$ cat src/rtl/version_pkg.sv
// rtl/version_pkg.sv - build identity, report character constants and nibble-to-ASCII helper
package version_pkg;

  // Version fields are binary; date/time fields are BCD.
  localparam logic [7:0]  C_VER_MAJOR    = 8'h00;
  localparam logic [7:0]  C_VER_MINOR    = 8'h00;
  localparam logic [7:0]  C_VER_PATCH    = 8'h00;
  localparam logic [7:0]  C_VER_BUILD    = 8'd74;
  localparam logic [15:0] C_BUILD_YEAR   = 16'h2026;
  localparam logic [7:0]  C_BUILD_MONTH  = 8'h01;
  localparam logic [7:0]  C_BUILD_DAY    = 8'h07;
  localparam logic [7:0]  C_BUILD_HOUR   = 8'h18;
  localparam logic [7:0]  C_BUILD_MINUTE = 8'h02;
  localparam logic [7:0]  C_BUILD_SECOND = 8'h42;

  localparam int C_REPORT_LEN_BASE = 32;

  localparam logic [7:0] C_CH_V     = 8'h56;
  localparam logic [7:0] C_CH_DOT   = 8'h2E;
  localparam logic [7:0] C_CH_SPACE = 8'h20;
  localparam logic [7:0] C_CH_DASH  = 8'h2D;
  localparam logic [7:0] C_CH_T     = 8'h54;
  localparam logic [7:0] C_CH_COLON = 8'h3A;
  localparam logic [7:0] C_CH_CR    = 8'h0D;
  localparam logic [7:0] C_CH_LF    = 8'h0A;

  function automatic logic [7:0] hex_ascii(input logic [3:0] nib);
    return (nib < 4'd10) ? (8'h30 + {4'h0, nib}) : (8'h37 + {4'h0, nib});
  endfunction

endpackage

$ cat src/rtl/version_reporter_if.sv
// rtl/version_reporter_if.sv - byte stream from the reporter to a UART or debug sink
interface version_reporter_if;
  logic [7:0] tx_data;
  logic       tx_valid;
  logic       tx_ready;

  modport master (output tx_data, output tx_valid, input tx_ready);
  modport slave  (input tx_data, input tx_valid, output tx_ready);
endinterface

$ cat src/rtl/version_reporter.sv
// rtl/version_reporter.sv - serializes the build identity as an ASCII banner on a byte stream
module version_reporter
  import version_pkg::*;
#(
  parameter bit          EOL_CRLF = 1'b1,
  parameter logic [7:0]  MAJOR    = C_VER_MAJOR,
  parameter logic [7:0]  MINOR    = C_VER_MINOR,
  parameter logic [7:0]  PATCH    = C_VER_PATCH,
  parameter logic [7:0]  BUILD    = C_VER_BUILD,
  parameter logic [15:0] YEAR     = C_BUILD_YEAR,
  parameter logic [7:0]  MONTH    = C_BUILD_MONTH,
  parameter logic [7:0]  DAY      = C_BUILD_DAY,
  parameter logic [7:0]  HOUR     = C_BUILD_HOUR,
  parameter logic [7:0]  MINUTE   = C_BUILD_MINUTE,
  parameter logic [7:0]  SECOND   = C_BUILD_SECOND
) (
  input  logic                clk,
  input  logic                rst,
  input  logic                trigger,
  output logic                busy,
  output logic                done,
  version_reporter_if.master  tx
);

  localparam int         LEN      = C_REPORT_LEN_BASE + (EOL_CRLF ? 2 : 0);
  localparam logic [5:0] LAST_IDX = 6'(LEN - 1);

  typedef enum logic [1:0] {S_IDLE, S_SEND, S_DONE} state_t;

  state_t     state, state_nx;
  logic [5:0] idx, idx_nx;
  logic [7:0] byte_sel;

  always_ff @(posedge clk or posedge rst) begin
    if (rst) begin
      state <= S_IDLE;
      idx   <= '0;
    end else begin
      state <= state_nx;
      idx   <= idx_nx;
    end
  end

  // Triggers are only honoured outside SEND, so a banner is never restarted mid-flight.
  always_comb begin
    state_nx = state;
    idx_nx   = idx;
    case (state)
      S_IDLE, S_DONE: begin
        if (trigger) begin
          state_nx = S_SEND;
          idx_nx   = '0;
        end else begin
          state_nx = S_IDLE;
        end
      end
      S_SEND: begin
        if (tx.tx_ready) begin
          if (idx == LAST_IDX) begin
            state_nx = S_DONE;
            idx_nx   = '0;
          end else begin
            idx_nx = idx + 6'd1;
          end
        end
      end
      default: state_nx = S_IDLE;
    endcase
  end

  always_comb begin
    byte_sel = 8'h00;
    case (idx)
      6'd0:  byte_sel = C_CH_V;
      6'd1:  byte_sel = hex_ascii(MAJOR[7:4]);
      6'd2:  byte_sel = hex_ascii(MAJOR[3:0]);
      6'd3:  byte_sel = C_CH_DOT;
      6'd4:  byte_sel = hex_ascii(MINOR[7:4]);
      6'd5:  byte_sel = hex_ascii(MINOR[3:0]);
      6'd6:  byte_sel = C_CH_DOT;
      6'd7:  byte_sel = hex_ascii(PATCH[7:4]);
      6'd8:  byte_sel = hex_ascii(PATCH[3:0]);
      6'd9:  byte_sel = C_CH_DOT;
      6'd10: byte_sel = hex_ascii(BUILD[7:4]);
      6'd11: byte_sel = hex_ascii(BUILD[3:0]);
      6'd12: byte_sel = C_CH_SPACE;
      6'd13: byte_sel = hex_ascii(YEAR[15:12]);
      6'd14: byte_sel = hex_ascii(YEAR[11:8]);
      6'd15: byte_sel = hex_ascii(YEAR[7:4]);
      6'd16: byte_sel = hex_ascii(YEAR[3:0]);
      6'd17: byte_sel = C_CH_DASH;
      6'd18: byte_sel = hex_ascii(MONTH[7:4]);
      6'd19: byte_sel = hex_ascii(MONTH[3:0]);
      6'd20: byte_sel = C_CH_DASH;
      6'd21: byte_sel = hex_ascii(DAY[7:4]);
      6'd22: byte_sel = hex_ascii(DAY[3:0]);
      6'd23: byte_sel = C_CH_T;
      6'd24: byte_sel = hex_ascii(HOUR[7:4]);
      6'd25: byte_sel = hex_ascii(HOUR[3:0]);
      6'd26: byte_sel = C_CH_COLON;
      6'd27: byte_sel = hex_ascii(MINUTE[7:4]);
      6'd28: byte_sel = hex_ascii(MINUTE[3:0]);
      6'd29: byte_sel = C_CH_COLON;
      6'd30: byte_sel = hex_ascii(SECOND[7:4]);
      6'd31: byte_sel = hex_ascii(SECOND[3:0]);
      6'd32: byte_sel = C_CH_CR;
      6'd33: byte_sel = C_CH_LF;
      default: byte_sel = 8'h00;
    endcase
  end

  // Data depends only on registered state/index, never on tx_ready.
  assign busy        = (state == S_SEND);
  assign done        = (state == S_DONE);
  assign tx.tx_valid = (state == S_SEND);
  assign tx.tx_data  = (state == S_SEND) ? byte_sel : 8'h00;

endmodule

$ cat src/flat_wrapper.sv
// flat-port wrapper written by rule: the top's interface ports become plain ports
module version_reporter_flat import version_pkg::*;
#(
  parameter bit          EOL_CRLF = 1'b1,
  parameter logic [7:0]  MAJOR    = C_VER_MAJOR,
  parameter logic [7:0]  MINOR    = C_VER_MINOR,
  parameter logic [7:0]  PATCH    = C_VER_PATCH,
  parameter logic [7:0]  BUILD    = C_VER_BUILD,
  parameter logic [15:0] YEAR     = C_BUILD_YEAR,
  parameter logic [7:0]  MONTH    = C_BUILD_MONTH,
  parameter logic [7:0]  DAY      = C_BUILD_DAY,
  parameter logic [7:0]  HOUR     = C_BUILD_HOUR,
  parameter logic [7:0]  MINUTE   = C_BUILD_MINUTE,
  parameter logic [7:0]  SECOND   = C_BUILD_SECOND
)
  (clk, rst, trigger, busy, done, tx_tx_data, tx_tx_valid, tx_tx_ready);
  version_reporter_if tx_i ();
  input  logic clk;
  input  logic rst;
  input  logic trigger;
  output logic busy;
  output logic done;
  output wire logic [$bits(tx_i.tx_data)-1:0] tx_tx_data;
  output wire logic [$bits(tx_i.tx_valid)-1:0] tx_tx_valid;
  input wire logic [$bits(tx_i.tx_ready)-1:0] tx_tx_ready;
  assign tx_tx_data = tx_i.tx_data;
  assign tx_tx_valid = tx_i.tx_valid;
  assign tx_i.tx_ready = tx_tx_ready;
  version_reporter #(.EOL_CRLF(EOL_CRLF), .MAJOR(MAJOR), .MINOR(MINOR), .PATCH(PATCH), .BUILD(BUILD), .YEAR(YEAR), .MONTH(MONTH), .DAY(DAY), .HOUR(HOUR), .MINUTE(MINUTE), .SECOND(SECOND)) u_core (.clk(clk), .rst(rst), .trigger(trigger), .busy(busy), .done(done), .tx(tx_i));
endmodule
$ cat config.mk
export PLATFORM = sky130hd
export DESIGN_NAME = version_reporter_flat
export DESIGN_NICKNAME = d
export VERILOG_FILES = /design/src/rtl/version_pkg.sv /design/src/rtl/version_reporter_if.sv /design/src/rtl/version_reporter.sv /design/src/flat_wrapper.sv
export SDC_FILE = /design/constraint.sdc
export NUM_CORES = 1
export LEC_CHECK = 0
export ABC_AREA = 1
export CAP_MARGIN = 40
export CORE_MARGIN = 2
export CORE_UTILIZATION = 53
export DETAILED_ROUTE_END_ITERATION = 10
export PLACE_DENSITY = 0.84
export SKIP_CTS_REPAIR_TIMING = 1
export SLEW_MARGIN = 40
export SYNTH_ARGS = -nofsm -noshare
export SYNTH_HDL_FRONTEND = slang
export SYNTH_SLANG_ARGS = --single-unit
$ cat constraint.sdc
create_clock -name clk -period 2.75 [get_ports clk]
set_clock_uncertainty 0.2 [all_clocks]
set_input_delay 0.6875 -clock clk [delete_from_list [all_inputs] [get_ports clk]]
set_output_delay 0.6875 -clock clk [all_outputs]
set_load 0.02 [all_outputs]
After elaboration in Yosys (flattened, before gate mapping)
Memory sizes are Yosys's and may differ from the RTL's. Cells that the tools add are included.

Reduce and logical (&&, ||, !) cells: 5. Mux-type cells: 9. Eq/ne operators: 6. Add/sub/neg operators: 1.

Operators with widths (number): $mux 6 (3); $pmux 6 s2 (1); $mux 8 (1); $add 6x1->6 const B (1); $eq 6x6->1 const B (1); $mux 2 (2); $ne 2x1->1 const B (2); $pmux 2 s2 (1); $reduce_and 3->1 (1); $eq 2x1->1 const B (1); $eq 2x2->1 const B (1); $logic_not 2->1 (1); $ne 2x2->1 const B (1); $reduce_and 2->1 (1); $reduce_bool 2->1 (1); $reduce_or 2->1 (1); $mux 1 (1).

Memories: 1. Output and inout port bits: 11. Bits in registers: 8. Bits in read-only memories: 448. Bits of input ports: 4.

Memory list: (name not given) (depth 64, width 7, read ports 1, clocked after memory_dff 0, write ports 0, line version_reporter.sv:73) `case (idx)`.

Depth between registers and ports, before layout
Word-level depth: 4. Mapped depth: 9. Mapped depth without buffers: 9.

Least setup slack after synthesis
OpenSTA, ideal clock, no wires.

Path type: register to output. From: register u_core.idx[1]. To: output port tx_tx_data[1]. Setup slack: 0.297 ns. Arrival: 1.565 ns. Data required time: 1.862 ns. Stages on the path, launching flop included: 9. Cells stage by stage: dfrtp_1 -> inv_1 -> ha_1 -> inv_1 -> nor2_1 -> nand2_1 -> nand2_1 -> nand2_1 -> a21oi_1.

Longest elaborated chain between the ends: 2.

RTL lines: from (decl) (line version_reporter.sv:31) `logic [5:0] idx, idx_nx;`; from (signal assigned) (line version_reporter.sv:40) `idx <= idx_nx;`; $mem_v2 64x7; $mux 8 (line version_reporter.sv:116) `assign tx.tx_data = (state == S_SEND) ? byte_sel : 8'h00;`; to (decl) (line flat_wrapper.sv:23) `output wire logic [$bits(tx_i.tx_data)-1:0] tx_tx_data;`.

Every way passes these cells.

Worst setup path after layout
From: register u_core.idx[0]. To: output port tx_tx_data[3].

The elaborated chain is that of the path after synthesis.

==> out/results.tsv <==
stage	metric	value	unit
run_status	status	finished clean	
worst_hold_path	hold-path-cell-count	3	
layout	post-route-cell-area	1240	um^2
floorplan	die-area	2210	um^2
place	place_hpwl	2.05	mm
clock_tree	cts-root-buf	clkbuf_4	
critical_path	end_kind	output pin	
global_routing	grt_use_total	26.0	%
routing	wl_per_cell	12.4	um
logic_synthesis	synth_area	981	um^2
layout	antenna_cells	0	
routing	dr.pass1.iters	4	
global_routing	grt_pass1_vias	979	
critical_path	regToRegSetupSlack	1040	ps
layout	final_util	72.1	%
clock_tree	htreeDepth	1	
sta	finalCritPeriodShare	94.8	%
critical_path	startpoint_type	register	
sta	setup_violations	0	
power_and_ir_drop	irDropWorstVdd	0.764	mV
routing	num_vias	1020	
routing	drtAntennaViolNets	0	
power_and_ir_drop	powerDensity	1380	nW/um^2
place	placed_cell_area	1220	um^2
logic_synthesis	syn-num-nets	158	
power_and_ir_drop	p_switching	0.920	mW
routing	drc	0	
flow_run	cap_violations	0	
critical_path	path_max_fanout	3	
power_and_ir_drop	leakage	0.696	nW
critical_path	path_cells	buf_4 -> ha_1 -> buf_4 -> nand2_1 -> nand3_1 -> nand2_1 -> inv_1 -> nand2_1 -> a21oi_2 -> dlymetal6s2s_1	
logic_synthesis	syn_area_per_cell	6.72	um^2
sta	finalCriticalPeriod	2610	ps
power_and_ir_drop	p_comb_share	82.0	%
critical_path	r2r_end	u_core.idx[1]$_DFFE_PP0P_	
worst_hold_path	min_from	u_core.state[1]$_DFFE_PP0P_	
routing	routed_wl	2.46	mm
critical_path	timing.rr.start	u_core.idx[0]$_DFFE_PP0P_	
place	portBuffers	13	
layout	drive_gt1_share	29.5	%
logic_synthesis	synth_seq_area_share	20.4	%
floorplan	floorplan.initialDensity	56.8	%
routing	drt_iter0_drc	30	
place	gp_congestion	0.886	
floorplan	fp-row-count	15	
sta	rsz0062_at_grt	false	
global_routing	grt_pass1_wl	4.13	mm
sta	hold_viol_final	0	
floorplan	die_height	47.0	um
worst_hold_path	worstHoldEndpoint	u_core.state[0]$_DFFE_PP0P_	
routing	vias_per_cell	5.15	
clock_tree	cts_sinks	8	
global_routing	antenna_found_initial	0	
sta	max_freq	0.384	GHz
critical_path	worst_path_most_repeated_cell	nand2_1	
critical_path	worst-r2r-cell-count	10	
critical_path	worst-setup-path-type	reg -> out	
global_routing	grt_remaining_overflow	0	
power_and_ir_drop	power	1.72	mW
critical_path	crit_required	1860	ps
sta	slew_viol_final	0	
power_and_ir_drop	p_int	0.798	mW
critical_path	cp_slowest_stage_delay	400	ps
clock_tree	cts_tree	built	
logic_synthesis	synthCells	146	
logic_synthesis	yosys_warnings	0	
clock_tree	clk_pin_slew	50	ps
worst_hold_path	worstHoldPathType	reg -> reg	
logic_synthesis	synth_area_leaders	dfrtp_1 (20%), nand2_1 (16%), ha_1 (10%), nand2_2 (5.7%), nand3_1 (5.6%)	
clock_tree	clockBufferDepth	2	
layout	nets	187	
floorplan	fp.dieW	47.0	um
critical_path	crit_slowest_cell	dfrtp_1	
logic_synthesis	ys_types	30	
power_and_ir_drop	switching_share	53.6	%
floorplan	core	1730	um^2
power_and_ir_drop	p_clk_share	4.7	%
power_and_ir_drop	p_seq_share	13.3	%
clock_tree	insertion_delay	240	ps
critical_path	crit_arrival	1720	ps
logic_synthesis	ys_ff_latch	8	
place	dp_cells	195	
logic_synthesis	synth_top_area_share	20.4	%
layout	nFillCells	137	
global_routing	grt_max_degree	12	
layout	finalNonFillerCells	198	
clock_tree	cts_buffers	3	
layout	synthToLayoutAreaGrowth	26.9	%
floorplan	io_pins	15	
logic_synthesis	synth_largest_area_cell	dfrtp_1	
[worst max-delay path: cells and delay by family, from the launching register on]
kind                     cells  cell delay (ps)
AO/OA/AOI/OAI                1               40
adder cells (fa/ha/maj)      1              220
buffers and inverters        4              560
AND/OR/NAND/NOR              4              280
flip-flops                   1              400
[kinds of logic (layout without fill, tap and decap cells)]
group | after synthesis | in the layout | synth area share, %
buf+inv | 25 | 52 | 13.3
simple gates | 80 | 80 | 39.7
other cells | 1 | 1 | 0.382
fa+ha+maj | 8 | 8 | 10.2
compound gates | 23 | 23 | 15.2
flops | 8 | 8 | 20.4
xor+xnor | 1 | 1 | 0.893
[stage by stage]
step                      setup TNS, ps  hold slack [ps]  setup slack, ps
after detailed placement          -77.9              439            -40.8
after CTS                         -1610              444             -299
after global placement                0              425             13.4
after floorplan                       0              303              297
final                                 0              429              143
after global routing                  0              508             38.9
[metal layers]
layer / GRT usage (%) / vias up / share of wire (%)
met5: 0 / - / 0
met4: 11.1 / 0 / 0.41
met3: 1.92 / 2 / 3.2
met2: 42.7 / 26 / 52
met1: 35.1 / 472 / 44
li1: - / 520 / -
[area by class of cell]
| type | instances | area [um^2] | share of cell area [%] |
|---|---|---|---|
| clock buffers | 3 | 22.5 | 1.81 |
| inverters | 19 | 77.6 | 6.23 |
| multi-input cells | 113 | 653 | 52.5 |
| flip-flops and latches | 8 | 200 | 16.1 |
| well taps | 25 | 31.3 | 2.51 |
| repair buffers | 30 | 260 | 20.9 |
[placed cells by master (no fill, tap or decap)]
cell             netlist  final
o2111ai_1              1      1
xor2_1                 1      1
clkdlybuf4s50_1        0      6
nor2_1                 7      7
nor2_4                 2      2
buf_4                  4     17
o21ai_0                1      1
dlymetal6s2s_1         0      5
nor3_1                 1      1
clkinv_2               1      1
and2_1                 1      1
a21oi_2                4      4
ha_1                   8      7
ha_2                   0      1
nand2_2                9      9
nand3_2                1      1
clkbuf_2               0      2
clkbuf_4               0      3
inv_4                  2      2
a21boi_1               1      1
inv_2                  3      4
nand3_1               11     11
dfrtp_1                8      8
nand2_4                2      2
o211ai_1               1      1
nor2_2                 1      1
o21ai_2                2      2
nand2_1               41     41
a31oi_1                2      2
nand4_1                4      4
o21ai_1                5      5
inv_1                 13     12
a21oi_1                6      6
conb_1                 1      1
[power groups by stage]
stage,Sequential [mW],Combinational (mW),Clock (mW)
after global placement,0.223,1.44,0
after detailed placement,0.225,1.46,0
after floorplan,0.216,0.916,0
after global routing,0.233,1.54,0.0923
final,0.228,1.41,0.0809
after CTS,0.223,1.46,0.0848
[Yosys cell counts]
master / instances
xor2_1: 1
o211ai_1: 1
clkinv_2: 1
o21ai_2: 2
and2_1: 1
dfrtp_1: 8
buf_4: 4
inv_1: 13
o2111ai_1: 1
nand4_1: 4
nor3_1: 1
ha_1: 8
a31oi_1: 2
nand2_1: 41
o21ai_0: 1
nand3_1: 11
nand3_2: 1
buf_6: 2
o21ai_1: 5
nand2_2: 9
a21boi_1: 1
nor2_4: 2
a21oi_1: 6
a21oi_2: 4
conb_1: 1
nor2_1: 7
inv_2: 3
nor2_2: 1
nand2_4: 2
inv_4: 2
[sequential cells by signal, indices dropped and copies added (netlist names)]
signal        flops
u_core.idx        6
u_core.state      2
[worst max-delay path by stage]
| stage | start | endpoint | slack (ps) |
|---|---|---|---|
| floorplan | u_core.idx[1]$_DFFE_PP0P_ | tx_tx_data[1] | 300 |
| global placement | u_core.idx[0]$_DFFE_PP0P_ | tx_tx_data[1] | 10 |
| detailed placement | u_core.idx[0]$_DFFE_PP0P_ | tx_tx_data[1] | -40 |
| CTS | u_core.idx[0]$_DFFE_PP0P_ | tx_tx_data[1] | -300 |
| global route | u_core.idx[0]$_DFFE_PP0P_ | tx_tx_data[6] | 40 |
| finish | u_core.idx[0]$_DFFE_PP0P_ | tx_tx_data[3] | 140 |
Power figures use the tool's default switching activity.
